--- src/rtl/efuse_apb_reader_if.sv ---
// APB3 slave-side bundle for the eFuse reader.
// Master drives the request; slave returns data, ready and error.
interface efuse_apb_reader_if #(
    parameter int APB_ADDR_WIDTH = 8,
    parameter int APB_DATA_WIDTH = 8
);
    logic                      psel;
    logic                      penable;
    logic                      pwrite;
    logic [APB_ADDR_WIDTH-1:0] paddr;
    logic [APB_DATA_WIDTH-1:0] pwdata;
    logic [APB_DATA_WIDTH-1:0] prdata;
    logic                      pready;
    logic                      pslverr;

    modport master (
        output psel, penable, pwrite, paddr, pwdata,
        input  prdata, pready, pslverr
    );

    modport slave (
        input  psel, penable, pwrite, paddr, pwdata,
        output prdata, pready, pslverr
    );
endinterface

--- src/rtl/efuse_apb_reader.sv ---
// Read-only APB view of an eFuse array, fetched bit-serially per byte.
// Optional one-entry byte cache: define EFUSE_APB_READER_CACHE_EN.
module efuse_apb_reader #(
    parameter int EFUSE_BIT      = 1024,
    parameter int APB_ADDR_WIDTH = 8,
    parameter int APB_DATA_WIDTH = 8,
    parameter int STRB_CYC       = 10,
    localparam int EAW           = $clog2(EFUSE_BIT)
) (
    input  logic             clk,
    input  logic             rst,
    efuse_apb_reader_if.slave apb,
    output logic             efuse_csb_o,
    output logic             efuse_strobe_o,
    output logic [EAW-1:0]   efuse_addr_o,
    input  logic             efuse_dout_i
);
    localparam int NB = EFUSE_BIT / 8;
    localparam int BW = EAW - 3;
    localparam logic [3:0] CNT_LAST = 4'(STRB_CYC - 1);

    typedef enum logic [1:0] {
        IDLE,
        SETUP,
        STRB,
        DONE
    } state_t;

    state_t                    state_q, state_d;
    logic [BW-1:0]             a_q, a_d;
    logic [2:0]                bit_q, bit_d;
    logic [3:0]                cnt_q, cnt_d;
    logic [7:0]                byte_q, byte_d;
    logic [APB_DATA_WIDTH-1:0] prdata_q, prdata_d;

    logic          acc;
    logic          in_range;
    logic [BW-1:0] idx;
    logic          hit;
    logic [7:0]    hit_data;
    logic          fill;
    logic          ready;
    logic          slverr;
    logic          unused_pwdata;

    assign unused_pwdata = ^apb.pwdata;

    // Reset gates the access decode so pready reads 1 while rst is held
    assign acc      = apb.psel & apb.penable & ~rst;
    assign in_range = 32'(apb.paddr) < 32'(NB);
    assign idx      = BW'(apb.paddr);

`ifdef EFUSE_APB_READER_CACHE_EN
    logic          cvalid_q;
    logic [BW-1:0] ctag_q;
    logic [7:0]    cdata_q;

    always_ff @(posedge clk or posedge rst) begin
        if (rst) begin
            cvalid_q <= 1'b0;
            ctag_q   <= '0;
            cdata_q  <= '0;
        end else if (fill) begin
            cvalid_q <= 1'b1;
            ctag_q   <= a_q;
            cdata_q  <= byte_q;
        end
    end

    assign hit      = cvalid_q && (ctag_q == idx);
    assign hit_data = cdata_q;
`else
    assign hit      = 1'b0;
    assign hit_data = 8'h00;
`endif

    always_ff @(posedge clk or posedge rst) begin
        if (rst) begin
            state_q  <= IDLE;
            a_q      <= '0;
            bit_q    <= '0;
            cnt_q    <= '0;
            byte_q   <= '0;
            prdata_q <= '0;
        end else begin
            state_q  <= state_d;
            a_q      <= a_d;
            bit_q    <= bit_d;
            cnt_q    <= cnt_d;
            byte_q   <= byte_d;
            prdata_q <= prdata_d;
        end
    end

    always_comb begin
        state_d  = state_q;
        a_d      = a_q;
        bit_d    = bit_q;
        cnt_d    = cnt_q;
        byte_d   = byte_q;
        prdata_d = prdata_q;
        ready    = 1'b1;
        slverr   = 1'b0;
        fill     = 1'b0;
        unique case (state_q)
            IDLE: begin
                if (acc) begin
                    if (apb.pwrite) begin
                        slverr = 1'b1;
                    end else if (!in_range) begin
                        slverr   = 1'b1;
                        prdata_d = '0;
                    end else if (hit) begin
                        prdata_d = APB_DATA_WIDTH'(hit_data);
                    end else begin
                        ready   = 1'b0;
                        a_d     = idx;
                        bit_d   = '0;
                        cnt_d   = '0;
                        state_d = SETUP;
                    end
                end
            end
            SETUP: begin
                ready   = 1'b0;
                cnt_d   = '0;
                state_d = STRB;
            end
            STRB: begin
                ready = 1'b0;
                if (cnt_q == CNT_LAST) begin
                    byte_d[bit_q] = efuse_dout_i;
                    if (bit_q == 3'd7) begin
                        state_d = DONE;
                    end else begin
                        bit_d   = bit_q + 3'd1;
                        state_d = SETUP;
                    end
                end else begin
                    cnt_d = cnt_q + 4'd1;
                end
            end
            DONE: begin
                prdata_d = APB_DATA_WIDTH'(byte_q);
                fill     = 1'b1;
                state_d  = IDLE;
            end
        endcase
    end

    // Response fields are combinational so zero-wait replies land in the first access cycle
    assign apb.prdata  = prdata_d;
    assign apb.pready  = ready;
    assign apb.pslverr = slverr;

    assign efuse_csb_o    = !((state_q == SETUP) || (state_q == STRB));
    assign efuse_strobe_o = (state_q == STRB);
    assign efuse_addr_o   = {a_q, bit_q};
endmodule
--- src/flat_wrapper.sv ---
// flat-port wrapper written by rule: the top's interface ports become plain ports
module efuse_apb_reader_flat 
#(
    parameter int EFUSE_BIT      = 1024,
    parameter int APB_ADDR_WIDTH = 8,
    parameter int APB_DATA_WIDTH = 8,
    parameter int STRB_CYC       = 10,
    localparam int EAW           = $clog2(EFUSE_BIT)
)
  (clk, rst, efuse_csb_o, efuse_strobe_o, efuse_addr_o, efuse_dout_i, apb_psel, apb_penable, apb_pwrite, apb_paddr, apb_pwdata, apb_prdata, apb_pready, apb_pslverr);
  efuse_apb_reader_if #(.APB_ADDR_WIDTH(APB_ADDR_WIDTH), .APB_DATA_WIDTH(APB_DATA_WIDTH)) apb_i ();
  input  logic clk;
  input  logic rst;
  output logic efuse_csb_o;
  output logic efuse_strobe_o;
  output logic [EAW-1:0] efuse_addr_o;
  input  logic efuse_dout_i;
  input wire logic [$bits(apb_i.psel)-1:0] apb_psel;
  input wire logic [$bits(apb_i.penable)-1:0] apb_penable;
  input wire logic [$bits(apb_i.pwrite)-1:0] apb_pwrite;
  input wire logic [$bits(apb_i.paddr)-1:0] apb_paddr;
  input wire logic [$bits(apb_i.pwdata)-1:0] apb_pwdata;
  output wire logic [$bits(apb_i.prdata)-1:0] apb_prdata;
  output wire logic [$bits(apb_i.pready)-1:0] apb_pready;
  output wire logic [$bits(apb_i.pslverr)-1:0] apb_pslverr;
  assign apb_i.psel = apb_psel;
  assign apb_i.penable = apb_penable;
  assign apb_i.pwrite = apb_pwrite;
  assign apb_i.paddr = apb_paddr;
  assign apb_i.pwdata = apb_pwdata;
  assign apb_prdata = apb_i.prdata;
  assign apb_pready = apb_i.pready;
  assign apb_pslverr = apb_i.pslverr;
  efuse_apb_reader #(.EFUSE_BIT(EFUSE_BIT), .APB_ADDR_WIDTH(APB_ADDR_WIDTH), .APB_DATA_WIDTH(APB_DATA_WIDTH), .STRB_CYC(STRB_CYC)) u_core (.clk(clk), .rst(rst), .apb(apb_i), .efuse_csb_o(efuse_csb_o), .efuse_strobe_o(efuse_strobe_o), .efuse_addr_o(efuse_addr_o), .efuse_dout_i(efuse_dout_i));
endmodule
--- config.mk ---
export PLATFORM = sky130hd
export DESIGN_NAME = efuse_apb_reader_flat
export DESIGN_NICKNAME = d
export VERILOG_FILES = /design/src/rtl/efuse_apb_reader_if.sv /design/src/rtl/efuse_apb_reader.sv /design/src/flat_wrapper.sv
export SDC_FILE = /design/constraint.sdc
export NUM_CORES = 1
export LEC_CHECK = 0
export BUFFER_PORTS_ARGS = -buffer_cell sky130_fd_sc_hd__buf_4
export CORE_MARGIN = 2
export CORE_UTILIZATION = 25
export CTS_CLUSTER_SIZE = 24
export DETAILED_ROUTE_END_ITERATION = 7
export PLACE_DENSITY = 0.48
export RECOVER_POWER = 100
export SYNTH_ARGS = -nofsm -noshare
export SYNTH_HDL_FRONTEND = slang
export SYNTH_SLANG_ARGS = --single-unit
--- constraint.sdc ---
create_clock -name clk -period 1.85 [get_ports clk]
set_input_delay 0.37 -clock clk [delete_from_list [all_inputs] [get_ports clk]]
set_output_delay 0.37 -clock clk [all_outputs]
set_load 0.05 [all_outputs]
== After elaboration in Yosys (flattened, before gate mapping) ==
Cells that the tools add are included.

* $add $sub $neg: 2
* $lt $le $gt $ge: 3
* Equality and inequality tests: 11
* Mux-type cells: 30
* Bitwise gates (word level): 4
* Reductions and logical operators: 12

{| class="wikitable"
|+ Operators with widths
! operator !! number
|-
| two-way mux 8 bit || 3
|-
| two-way mux 4 bit || 4
|-
| one-hot mux 8 bit (2 select lines) || 1
|-
| two-way mux 3 bit || 5
|-
| one-hot mux 4 bit (3 select lines) || 1
|-
| two-way mux 2 bit || 5
|-
| bitwise mux 8 bit || 1
|-
| < comparator 8 bit, second input constant || 1
|-
| one-hot mux 2 bit (4 select lines) || 1
|-
| AND reduction 4 bit || 2
|-
| two-way mux 1 bit || 6
|-
| != test 2 x 1 -> 1 bit, second input constant || 3
|-
| != test 2 bit, second input constant || 3
|-
| one-hot mux 3 bit (2 select lines) || 1
|-
| AND reduction 6 bit || 1
|-
| AND reduction 5 bit || 1
|-
| adder 4 x 1 -> 4 bit, second input constant || 1
|-
| == test 2 bit, second input constant || 2
|-
| == test 4 bit, second input constant || 1
|-
| < comparator 3 x 4 -> 1 bit, second input constant || 1
|-
| adder 3 x 1 -> 3 bit, second input constant || 1
|-
| demux 1 bit (select 3 bit) || 1
|-
| == test 3 bit, second input constant || 1
|-
| greater-or-equal comparator 3 x 1 -> 1 bit, second input constant || 1
|-
| 12 further kinds || 14
|}

* Register bits: 32
* Bits of input ports: 22
* Output and inout bits: 22
* Logic and storage cells: 68

== Longest topological paths before layout ==
* Word-level depth: 5
* Mapped depth: 7
* Depth with buffers taken out: 6

== Worst setup path before layout ==
Ideal clock, no wire load.

* Path type: register to output
* From: reg u_core.state_q[0]
* To: out apb_pslverr
* Data arrival time: 2.039 ns
* Required time: 1.480 ns
* Setup slack: -0.559 ns
* Stages on the path, launching flop included: 5
* Path buffers: 0
* Path through: dfrtp_1 inv_1 ha_1 inv_1 nor3b_1

* Cells in the longest elaborated chain, start to end: 2

{| class="wikitable"
|+ Ends and longest elaborated chain
! element !! RTL line !! source
|-
| from (decl) || efuse_apb_reader.sv:29 || <nowiki>state_t state_q, state_d;</nowiki>
|-
| from (signal assigned) || efuse_apb_reader.sv:86 || <nowiki>state_q <= state_d;</nowiki>
|-
| zero test 2 bit || efuse_apb_reader.sv:105 || <nowiki>unique case (state_q)</nowiki>
|-
| two-way mux 1 bit || efuse_apb_reader.sv:105 ||
|-
| to (decl) || flat_wrapper.sv:25 || <nowiki>output wire logic [$bits(apb_i.pslverr)-1:0] apb_pslverr;</nowiki>
|}

No other way between the ends.

== Worst setup path in the final report ==
* From: reg u_core.state_q[0]
* To: out apb_prdata[6]

* Cells in the longest elaborated chain, start to end: 2

{| class="wikitable"
|+ Ends and longest elaborated chain
! element !! RTL line !! source
|-
| == test 2 bit or zero test 2 bit (tied branches) || efuse_apb_reader.sv:105 ||
|-
| one-hot mux 8 bit (2 select lines) * || efuse_apb_reader.sv:105 ||
|-
| to (decl) || flat_wrapper.sv:23 || <nowiki>output wire logic [$bits(apb_i.prdata)-1:0] apb_prdata;</nowiki>
|}

Every way passes the cells marked *; elsewhere a longest branch is shown, timed or not.

==> run summary <==
Clk_lat worst skew - 0.28 ns
CP max-delay cell - dfrtp_1
Final Setup Violations - 10
Outcome - finished, violations left
Fin cells - 282
Filler cell count - 625
Post-route DRC - 0
Crit Path Class - reg -> out
Tcrit/Tclk final - 1.12
WP data arrival - 1.70 ns
Vias in the first global route - 1,407
Synth top cells by count - 32 x dfrtp_1, 15 x mux2_2, 9 x a22o_1, 9 x ha_1
Largest net degree at the start of global routing - 33
Post-Place Setup Slack - -0.387 ns
Ant. Diodes - 0
Die area - 7100 um2
Fmax - 483 MHz
CP peak stage delay - 0.40 ns
CP Launch Type - flip-flop
Routed WL - 3960 um
Total CTS buffers - 5
Initial antenna violation count - 0
Syn avg cell area - 11.5 um2
Crit-path max FO - 8
First-pass DRT Iterations - 4
Cell Area, Synth - 1610 um2
Clock Sinks - 32
CP endpoint kind - output pin
Register clock-pin slew on the reported worst setup and hold paths - 0.06 ns
Antenna Nets Post-Route - 0
Post-synthesis cell count - 140
Multi-input logic area - 891 um2
# rows - 29
Hold crit path type - in -> async
Power per cell area - 1660 nW/um2
FF-to-FF End - u_core.state_q[1]
Unrepaired setup endpoints after global routing - true
Peak VDD IR - 0.000985 V
Core ar. - 6280 um2
Main flop type after synthesis - dfrtp_1
Post-synth EDFFs - 0
Critical R2R Launch - u_core.bit_q[0]
Leakage - 0.00112 uW
Critical path startpoint - u_core.state_q[0]
Slew Viols, Final - 0
# IOs - 44
Max Cap Viol - 0
Slew headroom - 0.465
Total overflow reported by the global router - 0
Cell variety after synth - 36
Final Skew - 0.00264 ns
WL/cell - 14.0 um
Crit path cell chain - inv_2 -> ha_4 -> buf_6 -> clkinvlp_4 -> nand2_8 -> a22o_4 -> buf_8
Final Hold Fails - 0
Max Root-Sink Buffers - 2
Total track usage - 0.119
#FFs+latches synth - 32
Yosys warnings - 0
Critical path required time - 1.48 ns
Post-layout util - 0.383
Ys async rst share - 1.00
Placed insts - 266
# H-tree levels - 2
Initial Util - 0.257
Failing checks - setup timing
Top-area cell type share of the netlist area - 0.497
Cells taking the most area after synthesis - dfrtp_1 50%, mux2_2 10%, ha_1 7.0%, a22o_1 4.9%, o21ai_0 2.5%
Area leader, netlist - dfrtp_1
Clock period minus worst slack - 2.07 ns
Sequential cell area - 803 um2
Tightest Pin Transition - 0.802 ns
Reg2reg path depth - 7
Layout cell share with drive strength beyond 1 - 0.473
Vias - 1,338
First-pass GRT wire length - 6760 um
FF-to-FF setup slack - 0.03 ns
Horiz. Die Dim - 84.3 um
CTS tree - built
Final Wtd Congestion - 0.792
Detailed-placement wirelength estimate - 2860 um
Cell with the most instances after synthesis - dfrtp_1
Layout overhead on the synthesized area - 49.1%
Seq/Total Area, Yosys - 0.497
Nets - 235
Root Driver - clkbuf_8
Vias per cell - 4.74
Final setup margin - -0.220 ns
Die Height - 84.3 um
1st-iter DRT viols - 76
Post-Syn Nets - 171
Port Buffer Count - 35
[kinds of logic (layout without fill, tap and decap cells)]
logic type                 count (synthesis)  count (layout)  synth area share
AOI/OAI and AO/OA                         31              31             0.141
adders and majority gates                  9               9            0.0699
buffers and inverters                     13              78            0.0311
muxes                                     15              15             0.105
DFF                                       32              32             0.497
and+or+nand+nor                           40              40             0.155
[per-layer routing]
metal,part of all wire,vias to the layer above,routed length [um],GRT usage
li1,-,641,-,-
met1,0.45,651,1770,0.152
met2,0.48,42,1910,0.191
met3,0.062,4,246,0.0383
met4,0.0091,0,36,0.0352
met5,0,-,0,0
[state kept, by name, indices dropped and copies added (netlist names)]
signal and flops:
u_core.byte_q 8, u_core.prdata_q 8, u_core.bit_q 3, u_core.state_q 2, u_core.cnt_q 4, u_core.a_q 7
[cell usage in the layout (no fill, tap or decap), types with 2 or more instances in the layout]
master    count
buf_4        29
inv_2         2
o21ai_0       9
buf_8         4
nand2b_1      2
buf_6        11
clkbuf_2      4
nand3_1       3
nor3_1        5
inv_1         4
nor2_1        7
nand2_1       5
a22o_4        8
clkbuf_8      6
ha_4          2
nand4b_1      2
nand3b_1      2
dfrtp_2       2
dfrtp_1      30
clkbuf_4      2
clkbuf_1     14
a41o_1        2
o22ai_1       4
mux2_2       14
ha_1          7
[through the flow]
step / power, uW / hold slack (ns) / cell area [um2] / TNS, ns
detailed placement: 3250 / 0.480 / 2210 / -3.05
global placement: 3200 / 0.474 / 2210 / -2.74
finish: 4000 / 0.313 / 2400 / -1.78
floorplan: 2530 / 0.486 / 1730 / -0.347
global route: 4260 / 0.322 / 2400 / -3.12
CTS: 4080 / 0.201 / 2430 / -1.92
[power by group]
part	switching, uW	internal, uW
clock network	245	303
registers	91.3	859
logic	1530	967
total	1870	2130
[what timing repair did]
| action | CTS | global route |
|---|---|---|
| pin swaps | 8 | 5 |
| hold buffers | 0 | 0 |
| resized for setup | 21 | 8 |
| gates cloned | 0 | 0 |
| endpoints found under the hold margin | 0 | 0 |
| buffers inserted | 6 | 4 |
| endpoints found under the setup margin | 10 | 19 |
[layout make-up]
class / instances / area share
Multi-Input combinational cell: 95 / 0.371
Clock buffer: 8 / 0.0375
Tap cell: 77 / 0.0401
Sequential cell: 32 / 0.335
Timing Repair Buffer: 62 / 0.201
Inverter: 8 / 0.0162
[worst max path at each step]
| stage | slack [ns] | endpoint |
|---|---|---|
| floorplan | -0.04 | apb_prdata[4] |
| global placement | -0.35 | apb_prdata[2] |
| detailed placement | -0.39 | apb_prdata[6] |
| CTS | -0.24 | apb_prdata[6] |
| global route | -0.29 | apb_prdata[6] |
| finish | -0.22 | apb_prdata[6] |
[critical path, delay by kind of cell, from the launching register on]
kind / cells / cell delay [ns]
AO/OA/AOI/OAI: 1 / 0.26
adder cells (fa/ha/maj): 1 / 0.21
flip-flops: 1 / 0.40
AND/OR/NAND/NOR: 1 / 0.09
buffers and inverters: 4 / 0.45
No activity file was read; power rests on OpenSTA's default activity.
